--- config.mk ---
export PLATFORM = sky130hd
export DESIGN_NAME = block_raster_reader
export DESIGN_NICKNAME = d
export VERILOG_FILES = /design/src/rtl/block_raster_reader.sv
export SDC_FILE = /design/constraint.sdc
export NUM_CORES = 1
export LEC_CHECK = 0
export ABC_AREA = 1
export CAP_MARGIN = 15
export CORE_MARGIN = 1
export CORE_UTILIZATION = 50
export DETAILED_ROUTE_END_ITERATION = 6
export GPL_TIMING_DRIVEN = 0
export PLACE_DENSITY = 0.73
export SLEW_MARGIN = 20
export SYNTH_ARGS = -nofsm -noshare
export SYNTH_HDL_FRONTEND = slang
export SYNTH_SLANG_ARGS = --single-unit
--- constraint.sdc ---
create_clock -name clk -period 6.9 [get_ports clk]
set_clock_uncertainty 0.1 [all_clocks]
set_input_delay 0.69 -clock clk [delete_from_list [all_inputs] [get_ports clk]]
set_output_delay 0.69 -clock clk [all_outputs]
set_load 0.02 [all_outputs]
--- src/rtl/block_raster_reader.sv ---
// Block-raster AXI frame reader: one INCR burst per block line, several bursts in flight,
// every returned beat tagged with its in-block pixel and block coordinates.
module block_raster_reader #(
  parameter int unsigned ADDR_WIDTH      = 32,
  parameter int unsigned BLOCK_W         = 8,
  parameter int unsigned BLOCK_H         = 8,
  parameter int unsigned BPP             = 1,
  parameter int unsigned MAX_OUTSTANDING = 4
) (
  input  logic                  clk,
  input  logic                  rst,
  input  logic                  frame_ready,
  input  logic [15:0]           frame_width,
  input  logic [15:0]           frame_height,
  input  logic [15:0]           line_stride,
  input  logic [ADDR_WIDTH-1:0] base_addr_in,
  output logic                  arvalid,
  output logic [ADDR_WIDTH-1:0] araddr,
  output logic [7:0]            arlen,
  output logic [2:0]            arsize,
  output logic [1:0]            arburst,
  input  logic                  arready,
  input  logic                  rvalid,
  input  logic                  rlast,
  output logic                  rready,
  output logic                  pixel_valid,
  output logic [5:0]            pixel_x,
  output logic [5:0]            pixel_y,
  output logic [15:0]           block_col,
  output logic [15:0]           block_row,
  output logic                  start_of_frame,
  output logic                  end_of_block,
  output logic                  frame_done,
  output logic [ADDR_WIDTH-1:0] base_addr_out,
  output logic                  busy,
  output logic                  cfg_error
);

  localparam int unsigned XW     = $clog2(BLOCK_W);
  localparam int unsigned YW     = $clog2(BLOCK_H);
  localparam int unsigned BPP_SH = $clog2(BPP);
  localparam int unsigned OW     = $clog2(MAX_OUTSTANDING + 1);

  localparam logic [ADDR_WIDTH-1:0] BLK_STEP = ADDR_WIDTH'(BLOCK_W * BPP);
  localparam logic [OW-1:0]         MAX_OUT  = OW'(MAX_OUTSTANDING);
  localparam logic [XW-1:0]         X_LAST   = XW'(BLOCK_W - 1);
  localparam logic [YW-1:0]         Y_LAST   = YW'(BLOCK_H - 1);

  typedef enum logic [1:0] {IDLE, RUN, DRAIN, DONE} state_t;

  state_t state, state_n;

  // Latched frame configuration
  logic [15:0]           blocks_x_m1, blocks_y_m1;
  logic [ADDR_WIDTH-1:0] stride_q, row_step, base_q;

  // AR issue side
  logic [YW-1:0]         ar_line;
  logic [15:0]           ar_col, ar_row;
  logic [ADDR_WIDTH-1:0] line_addr, blk_addr, row_addr;

  // R tracking side
  logic [XW-1:0]         px;
  logic [YW-1:0]         py;
  logic [15:0]           bc, br;
  logic                  got_beat;

  logic [OW-1:0]         out_cnt;

  logic width_bad, height_bad, stride_bad, cfg_ok;
  logic start_ok, start_bad;
  logic ar_hs, last_line, last_col, last_row, last_burst;
  logic px_last, py_last, bc_last, rlast_beat;

  // Config check: power-of-2 block sizes make the modulus a low-bit test.
  always_comb begin
    width_bad  = (|frame_width[XW-1:0])  || (frame_width  == '0);
    height_bad = (|frame_height[YW-1:0]) || (frame_height == '0);
    stride_bad = {2'b00, line_stride} < ({2'b00, frame_width} << BPP_SH);
    cfg_ok     = !width_bad && !height_bad && !stride_bad;
    start_ok   = (state == IDLE) && frame_ready && cfg_ok;
    start_bad  = (state == IDLE) && frame_ready && !cfg_ok;
  end

  always_comb begin
    last_line  = (ar_line == Y_LAST);
    last_col   = (ar_col == blocks_x_m1);
    last_row   = (ar_row == blocks_y_m1);
    last_burst = last_line && last_col && last_row;
    ar_hs      = arvalid && arready;
  end

  always_comb begin
    px_last    = (px == X_LAST);
    py_last    = (py == Y_LAST);
    bc_last    = (bc == blocks_x_m1);
    rlast_beat = pixel_valid && rlast;
  end

  always_ff @(posedge clk) begin
    if (rst) state <= IDLE;
    else     state <= state_n;
  end

  always_comb begin
    state_n = state;
    arvalid = 1'b0;
    rready  = 1'b0;
    busy    = 1'b1;
    case (state)
      IDLE: begin
        busy = 1'b0;
        if (start_ok) state_n = RUN;
      end
      RUN: begin
        arvalid = (out_cnt < MAX_OUT);
        rready  = 1'b1;
        if (ar_hs && last_burst) state_n = DRAIN;
      end
      DRAIN: begin
        rready = 1'b1;
        if (out_cnt == '0) state_n = DONE;
      end
      DONE:    state_n = IDLE;
      default: state_n = IDLE;
    endcase
  end

  always_ff @(posedge clk) begin
    if (rst) begin
      blocks_x_m1 <= '0;
      blocks_y_m1 <= '0;
      stride_q    <= '0;
      row_step    <= '0;
      base_q      <= '0;
    end else if (start_ok) begin
      blocks_x_m1 <= (frame_width >> XW) - 16'd1;
      blocks_y_m1 <= (frame_height >> YW) - 16'd1;
      stride_q    <= ADDR_WIDTH'(line_stride);
      row_step    <= ADDR_WIDTH'(line_stride) << YW;
      base_q      <= base_addr_in;
    end
  end

  // Three running bases replace the x/y multiply: each wrap reloads the finer
  // base from the coarser one plus its step.
  always_ff @(posedge clk) begin
    if (rst) begin
      ar_line   <= '0;
      ar_col    <= '0;
      ar_row    <= '0;
      line_addr <= '0;
      blk_addr  <= '0;
      row_addr  <= '0;
    end else if (start_ok) begin
      ar_line   <= '0;
      ar_col    <= '0;
      ar_row    <= '0;
      line_addr <= base_addr_in;
      blk_addr  <= base_addr_in;
      row_addr  <= base_addr_in;
    end else if (ar_hs) begin
      if (!last_line) begin
        ar_line   <= ar_line + YW'(1);
        line_addr <= line_addr + stride_q;
      end else begin
        ar_line <= '0;
        if (!last_col) begin
          ar_col    <= ar_col + 16'd1;
          blk_addr  <= blk_addr + BLK_STEP;
          line_addr <= blk_addr + BLK_STEP;
        end else begin
          ar_col    <= '0;
          ar_row    <= ar_row + 16'd1;
          row_addr  <= row_addr + row_step;
          blk_addr  <= row_addr + row_step;
          line_addr <= row_addr + row_step;
        end
      end
    end
  end

  always_ff @(posedge clk) begin
    if (rst || start_ok) begin
      out_cnt <= '0;
    end else begin
      case ({ar_hs, rlast_beat && (out_cnt != '0)})
        2'b10:   out_cnt <= out_cnt + OW'(1);
        2'b01:   out_cnt <= out_cnt - OW'(1);
        default: out_cnt <= out_cnt;
      endcase
    end
  end

  always_ff @(posedge clk) begin
    if (rst || start_ok) begin
      px       <= '0;
      py       <= '0;
      bc       <= '0;
      br       <= '0;
      got_beat <= 1'b0;
    end else if (pixel_valid) begin
      got_beat <= 1'b1;
      if (!px_last) begin
        px <= px + XW'(1);
      end else begin
        px <= '0;
        if (!py_last) begin
          py <= py + YW'(1);
        end else begin
          py <= '0;
          if (bc_last) begin
            bc <= '0;
            br <= br + 16'd1;
          end else begin
            bc <= bc + 16'd1;
          end
        end
      end
    end
  end

  always_ff @(posedge clk) begin
    if (rst) begin
      frame_done    <= 1'b0;
      base_addr_out <= '0;
      cfg_error     <= 1'b0;
    end else begin
      frame_done <= (state_n == DONE);
      if (state_n == DONE) base_addr_out <= base_q;
      if (start_ok)
        cfg_error <= 1'b0;
      else if (start_bad || (pixel_valid && (rlast != px_last)))
        cfg_error <= 1'b1;
    end
  end

  always_comb begin
    araddr         = line_addr;
    arlen          = 8'(BLOCK_W - 1);
    arsize         = 3'(BPP_SH);
    arburst        = 2'b01;
    pixel_valid    = rvalid && rready;
    pixel_x        = 6'(px);
    pixel_y        = 6'(py);
    block_col      = bc;
    block_row      = br;
    start_of_frame = pixel_valid && (px == '0) && (py == '0) && (bc == '0) && (br == '0) && !got_beat;
    end_of_block   = pixel_valid && px_last && py_last;
  end

endmodule

==> results.toml, run 1 <==
[final_layout]
area_growth_syn_to_layout_pct = 20.7
final_nets = 3174
drive_above_1_share = 0.0540
diodes = 0

[cts]
clkLatencyLatePin_ps = 530
root_buffer = "clkbuf_16"
cts_buffer_depth = 3
cts.hold.buffers_added = 0
cts_tree = "built"
post_cts_buffers = 0
cts_max_level = 2
cts_buffers = 35
post_cts_resized = 0
cts.sinks = 285
clkTransAtPathRegs_ps = 60

[logic_synthesis]
yosys_warnings = 0
ys_types = 50
ys.flop_type = "dfxtp_1"
synth_cells = 2767
synth_area_leaders = "dfxtp_1, nand2_1, inv_1"
ys_seq_elements = 285
yosysTopAreaCellShare = 0.319
yosysTopAreaCell = "dfxtp_1"
synth_edf_count = 0
avgSynthCellArea_um2 = 6.47
synthesis.area_um2 = 17900
async_flop_share = 0
synth_seq_area_share = 0.319

[grt]
grt_pass1_vias = 18500
grt_pass1_wl_mm = 105
grt.overflow.total = 0
track_usage = 0.378
grt_max_degree = 13
antenna_found_initial = 0

[worst_setup_path]
arrival_ps = 4000
crit_family = "buffers and inverters"
r2r_start = "state[0]$_SDFF_PP0_"
start_kind = "primary input"
critPathMaxFanout = 10
critPathRequiredTime_ps = 7180
worst-path-buf-inv = 5
end_kind = "flop"
rrSetupSlack_ps = 3330
crit_path_cell_trace = "clkdlybuf4s50_1, inv_1, ha_1, nand2_1, inv_1, o21ai_0, nand2_1, a21oi_1, nand2_1, nand2_2, inv_2, buf_2, nand2_1, nand3_1, a21oi_1, nor2_1"
worst_path_most_repeated_cell = "nand2_1"
slowest_delay_ps = 560
slowest_stage = "a21oi_1"
critPathKind = "in -> reg"
rr_endpoint = "araddr[21]$_SDFFE_PP0P_"
r2r_cells = 13

[pwr]
pwr-share-seq = 0.350
p_int_w = 0.00354
power_frac_comb = 0.307
power_density_nw_per_um2 = 250
p_sw_w = 0.00188
vdd_ir_drop_max_v = 0.000258
leakage_nw = 9.28
switching_share = 0.347
p_clk_frac = 0.343

[sta]
setup-violations-final = 0
worst_slack_ps = 3180
min_period_over_period = 0.539
slew_violations = 0
setup_tns_ps = 0
rsz0062_at_grt = "false"
worst_slew_pin_slew_ps = 928
final_hold_viol_count = 0
fin_crit_ps = 3720
slew-limit-headroom = 0.381
max_freq_mhz = 269

[place]
gp_congestion = 1.03
numPortBuffers = 195
post-place-ws_ps = 2750
dp_hpwl_mm = 55.8

[route]
final_antenna_net_count = 0
wirelength_mm = 70.3
vias = 19800
viasPerCell = 5.66
drt_iter0_markers = 1668
dr.pass1.iters = 6
route.detailed.drc = 0
avgRoutedWirePerCell_um = 20.1

[status]
status = "complete, no violations"

[worst_hold_path]
worst_hold_path.num_cells = 2
min-delay-start = "blocks_y_m1[6]$_SDFFE_PP0P_"
whs_endpoint = "blocks_y_m1[6]$_SDFFE_PP0P_"
hold_path_class = "reg -> reg"

[die]
core_area_um2 = 34900
io_pins = 215
start_util = 0.513
num_rows = 68
design.die.area_um2 = 36600
die_y_um = 191
die_w_um = 191

[flow_run]
drv_cap = 0
## routing by layer
layer / GRT usage / vias to the layer above / share of wire
met1: 0.467 / 9222 / 0.40
met5: 0 / - / 0
met4: 0.213 / 0 / 0.063
met2: 0.627 / 919 / 0.46
met3: 0.0547 / 214 / 0.075
li1: - / 9427 / -
## worst reg2reg max path, delay by kind of cell (launching register included)
family	cells	cell delay [ps]
flops	1	350
buf+inv	4	830
fa+ha+maj	1	190
simple gates	8	2040
## cells in the final DEF, fill, tap and decap left out, types with 41 or more instances in the layout
cell type,n
a21oi_1,134
a31oi_1,48
buf_2,41
clkbuf_1,59
clkdlybuf4s50_1,195
dfxtp_1,285
ha_1,69
inv_1,399
nand2_1,687
nand3_1,157
nand4_1,70
nor2_1,276
nor3_1,65
o21ai_0,181
xnor2_1,42
xor2_1,60
## registers in the layout, indices dropped and copies added, names as in the netlist, 14 cells and up
signal	flops
block_col	16
ar_col	16
blk_addr	32
row_addr	32
block_row	16
blocks_x_m1	14
base_q	32
blocks_y_m1	14
ar_row	16
row_step	16
base_addr_out	32
araddr	32
## kinds of logic after synthesis
group / after synthesis / synth area share
flip-flops: 285 / 0.319
adder cells (fa/ha/maj): 72 / 0.0516
XOR/XNOR: 102 / 0.0499
other: 2 / 0.000420
AO/OA/AOI/OAI: 442 / 0.136
AND/OR/NAND/NOR: 1336 / 0.323
buffers and inverters: 528 / 0.121
## metrics by stage
step / instance area (µm²) / instances / power (W) / hold WS, ps / util
global route: 21600 / 3494 / 0.00566 / 400 / 0.620
detailed placement: 20500 / 3434 / 0.00356 / 362 / 0.587
floorplan: 18000 / 2784 / 0.00293 / 344 / -
finish: 21600 / 3494 / 0.00541 / 371 / 0.620
CTS: 21600 / 3494 / 0.00539 / 372 / 0.620
global placement: 20500 / 3434 / 0.00351 / 354 / 0.587
## layout make-up
cell class	count	area, µm²
Fill cell	3365	13300
Multi-Input combinational cell	1971	10100
Sequential cell	285	5710
Timing Repair Buffer	195	1950
Inverter	407	1530
Clock buffer	50	982
Buffer	121	629
Tap cell	455	569
Clock inverter	10	144
## worst max-delay path by stage
stage                        startpoint                       to  slack [ps]  cells after the start
floorplan           state[0]$_SDFF_PP0_           start_of_frame        4140                      6
global placement         frame_width[5]  araddr[29]$_SDFFE_PP0P_        2790                     16
detailed placement      frame_width[13]  araddr[29]$_SDFFE_PP0P_        2750                     16
CTS                 state[0]$_SDFF_PP0_           start_of_frame        3190                      7
global route            frame_width[13]  araddr[29]$_SDFFE_PP0P_        3030                     16
finish                  frame_width[13]  araddr[29]$_SDFFE_PP0P_        3180                     16
## cell usage after synthesis, types with 2 or more instances
| cell | number |
|---|---|
| xnor2_1 | 42 |
| o211ai_1 | 11 |
| o21bai_1 | 9 |
| nand4_1 | 70 |
| inv_2 | 6 |
| a31oi_1 | 48 |
| conb_1 | 2 |
| buf_4 | 23 |
| nand3b_1 | 12 |
| dfxtp_1 | 285 |
| a211oi_1 | 13 |
| inv_1 | 399 |
| nand3_4 | 2 |
| nor3_2 | 3 |
| clkbuf_1 | 49 |
| buf_2 | 41 |
| or2_0 | 2 |
| or2_2 | 13 |
| o22ai_1 | 35 |
| nor2_1 | 276 |
| nor2_4 | 5 |
| o21ai_0 | 181 |
| nor3b_1 | 5 |
| nand2_1 | 687 |
| a21o_1 | 2 |
| a21oi_1 | 134 |
| and3_1 | 3 |
| a41oi_1 | 2 |
| nand2_2 | 6 |
| nor4_1 | 19 |
| fa_1 | 3 |
| a22oi_1 | 2 |
| nand3_2 | 2 |
| nor3_1 | 65 |
| buf_1 | 3 |
| xor2_1 | 60 |
| o2111ai_1 | 2 |
| nand3_1 | 157 |
| buf_6 | 5 |
| ha_1 | 69 |
| nor2_2 | 5 |
## power by group through the flow
stage	clock, W	sequential, W	combinational, W
floorplan	0	0.00205	0.000887
global placement	0	0.00192	0.00159
detailed placement	0	0.00193	0.00163
CTS	0.00186	0.00189	0.00164
global route	0.00193	0.00191	0.00182
finish	0.00186	0.00189	0.00166
No activity file was read; power rests on OpenSTA's default activity.
==> run 2: changes to the inputs <==
--- a/config.mk
+++ b/config.mk
@@ -11,7 +11,7 @@
 export CORE_UTILIZATION = 50
 export DETAILED_ROUTE_END_ITERATION = 6
 export GPL_TIMING_DRIVEN = 0
-export PLACE_DENSITY = 0.73
+export PLACE_DENSITY = 0.76
 export SLEW_MARGIN = 20
 export SYNTH_ARGS = -nofsm -noshare
 export SYNTH_HDL_FRONTEND = slang
==> constraint.sdc (replaced) <==
create_clock -name clk -period 3.2 [get_ports clk]
set_clock_uncertainty 0.1 [all_clocks]
set_input_delay 0.32 -clock clk [delete_from_list [all_inputs] [get_ports clk]]
set_output_delay 0.32 -clock clk [all_outputs]
set_load 0.02 [all_outputs]
==> results.toml, run 2 (synthesized netlist as in run 1, its figures left out) <==
[place]
dp_hpwl_mm = 55.1
numPortBuffers = 195
post_dp_cell_area_um2 = 20500
gp_congestion = 1.07

[route]
final_antenna_net_count = 0
drt_iter0_markers = 1815
avgRoutedWirePerCell_um = 19.9
viasPerCell = 5.64
dr.pass1.iters = 7
route.detailed.drc = 2
wirelength_mm = 69.6
vias = 19700

[pwr]
power_frac_comb = 0.306
vdd_ir_drop_max_v = 0.000567
switching_share = 0.345
pwr-share-seq = 0.349
power_density_nw_per_um2 = 538
p_int_w = 0.00765
leakage_nw = 9.33
p_clk_frac = 0.345
p_sw_w = 0.00403

[final_layout]
final_nets = 3175
seq_area_um2 = 5710
postLayoutCellArea_um2 = 21700
final_common_cell = "nand2_1"
layout_common_cells = "nand2_1, inv_1, dfxtp_1"
drive_above_1_share = 0.0622
diodes = 0
area_growth_syn_to_layout_pct = 21.3
multi_input_area_um2 = 10100
fill_cells = 3317

[grt]
grt_max_degree = 13
grt_pass1_wl_mm = 104
track_usage = 0.374
antenna_found_initial = 1
grt_pass1_vias = 18500
grt.overflow.total = 0

[worst_setup_path]
critPathMaxFanout = 10
slowest_stage = "dfxtp_1"
end_kind = "flop"
start_kind = "flop"
crit_path_cell_trace = "inv_1, ha_1, nand2_1, nor4_2, nand2_1, nor2_1, nand2_2, inv_2, clkbuf_4, nand2_1, nand3_1, o211ai_1, inv_1"
worst_path_most_repeated_cell = "nand2_1"
slowest_delay_ps = 350
arrival_ps = 3490
critPathRequiredTime_ps = 3580
critPathKind = "reg -> reg"

[die]
start_util = 0.513
design.die.area_um2 = 36600
die_y_um = 191
die_w_um = 191
num_rows = 68
io_pins = 215
core_area_um2 = 34900

[flow_run]
drv_cap = 0

[sta]
whs_ps = 319
max_freq_mhz = 322
min_period_over_period = 0.971
slew-limit-headroom = 0.340
worst_slew_pin_slew_ps = 989
fin_crit_ps = 3110
rsz0062_at_grt = "false"
setup-violations-final = 0
slew_violations = 0
final_hold_viol_count = 0

[status]
status = "finished, violations left"
violations = "DRC"

[cts]
root_buffer = "clkbuf_16"
clkLatencyLatePin_ps = 540
cts_tree = "built"
cts_buffers = 35
cts_max_level = 2
cts_buffer_depth = 3
clkTransAtPathRegs_ps = 60
cts.sinks = 285

[worst_hold_path]
hold_path_class = "in -> reg"
## run 2: changes by cell type in the layout (fill, tap and decap cells not counted), sizes merged
cell           before  now
bufinv              3    2
clkinvlp            0    1
clkinv              6    9
buf                72   71
inv               408  405
clkdlybuf4s50     195  194
clkbuf             99  101
dlygate4sd2         0    1
## run 2: path summary, 6_finish.rpt
kind / slack (ps) / from / depth (start not counted) / end
setup / recovery: 90 / state[0]$_SDFF_PP0_ / 13 / blk_addr[17]$_SDFFE_PP0P_
hold / removal: 320 / line_stride[0] / 3 / row_step[3]$_SDFFE_PP0P_
setup reg to reg: 90 / state[0]$_SDFF_PP0_ / 13 / blk_addr[17]$_SDFFE_PP0P_
hold reg to reg: 370 / ar_line[2]$_SDFFE_PP0P_ / 2 / ar_line[2]$_SDFFE_PP0P_
## run 2: layer usage
metal | GRT usage | part of all wire | up-vias
li1 | - | - | 9440
met1 | 0.460 | 0.40 | 9112
met2 | 0.616 | 0.46 | 949
met3 | 0.0569 | 0.078 | 227
met4 | 0.227 | 0.066 | 0
met5 | 0 | 0 | -
## run 2: repair_timing
action                                  4_1_cts  5_1_grt
endpoints found under the setup margin        6       80
resized for setup                             4       26
hold buffers                                  0        0
setup buffers                                 0        1
## run 2: worst max-delay path, delay by kind of cell, from the launching register on
kind,cells,cell delay [ps]
buf+inv,4,760
compound gates,1,120
flops,1,350
fa+ha+maj,1,200
simple gates,7,1500
## run 2: power groups by stage
stage               sequential [W]  clock, W  combinational [W]
floorplan                  0.00442         0            0.00191
global placement           0.00414         0            0.00342
detailed placement         0.00415         0            0.00351
CTS                        0.00407   0.00404            0.00354
global route               0.00411   0.00418            0.00392
finish                     0.00408   0.00403            0.00357
## run 2: stage by stage
step                      setup TNS (ps)  std cells  setup WS [ps]  total power, W   util
after floorplan                        0       2784            788         0.00633      -
after global placement            -15240       3434           -456         0.00756  0.587
after detailed placement          -17410       3434           -422         0.00766  0.587
after CTS                              0       3494           12.5          0.0117  0.621
after global routing                   0       3495           5.83          0.0122  0.623
final                                  0       3495           91.4          0.0117  0.623
## run 2: layout make-up
cell class | count | area share
Clock inverter | 10 | 0.00582
Inverter | 407 | 0.0707
Multi-Input combinational cell | 1971 | 0.467
Clock buffer | 50 | 0.0475
Buffer | 121 | 0.0296
Sequential cell | 285 | 0.263
Timing Repair Buffer | 196 | 0.0902
Tap cell | 455 | 0.0262
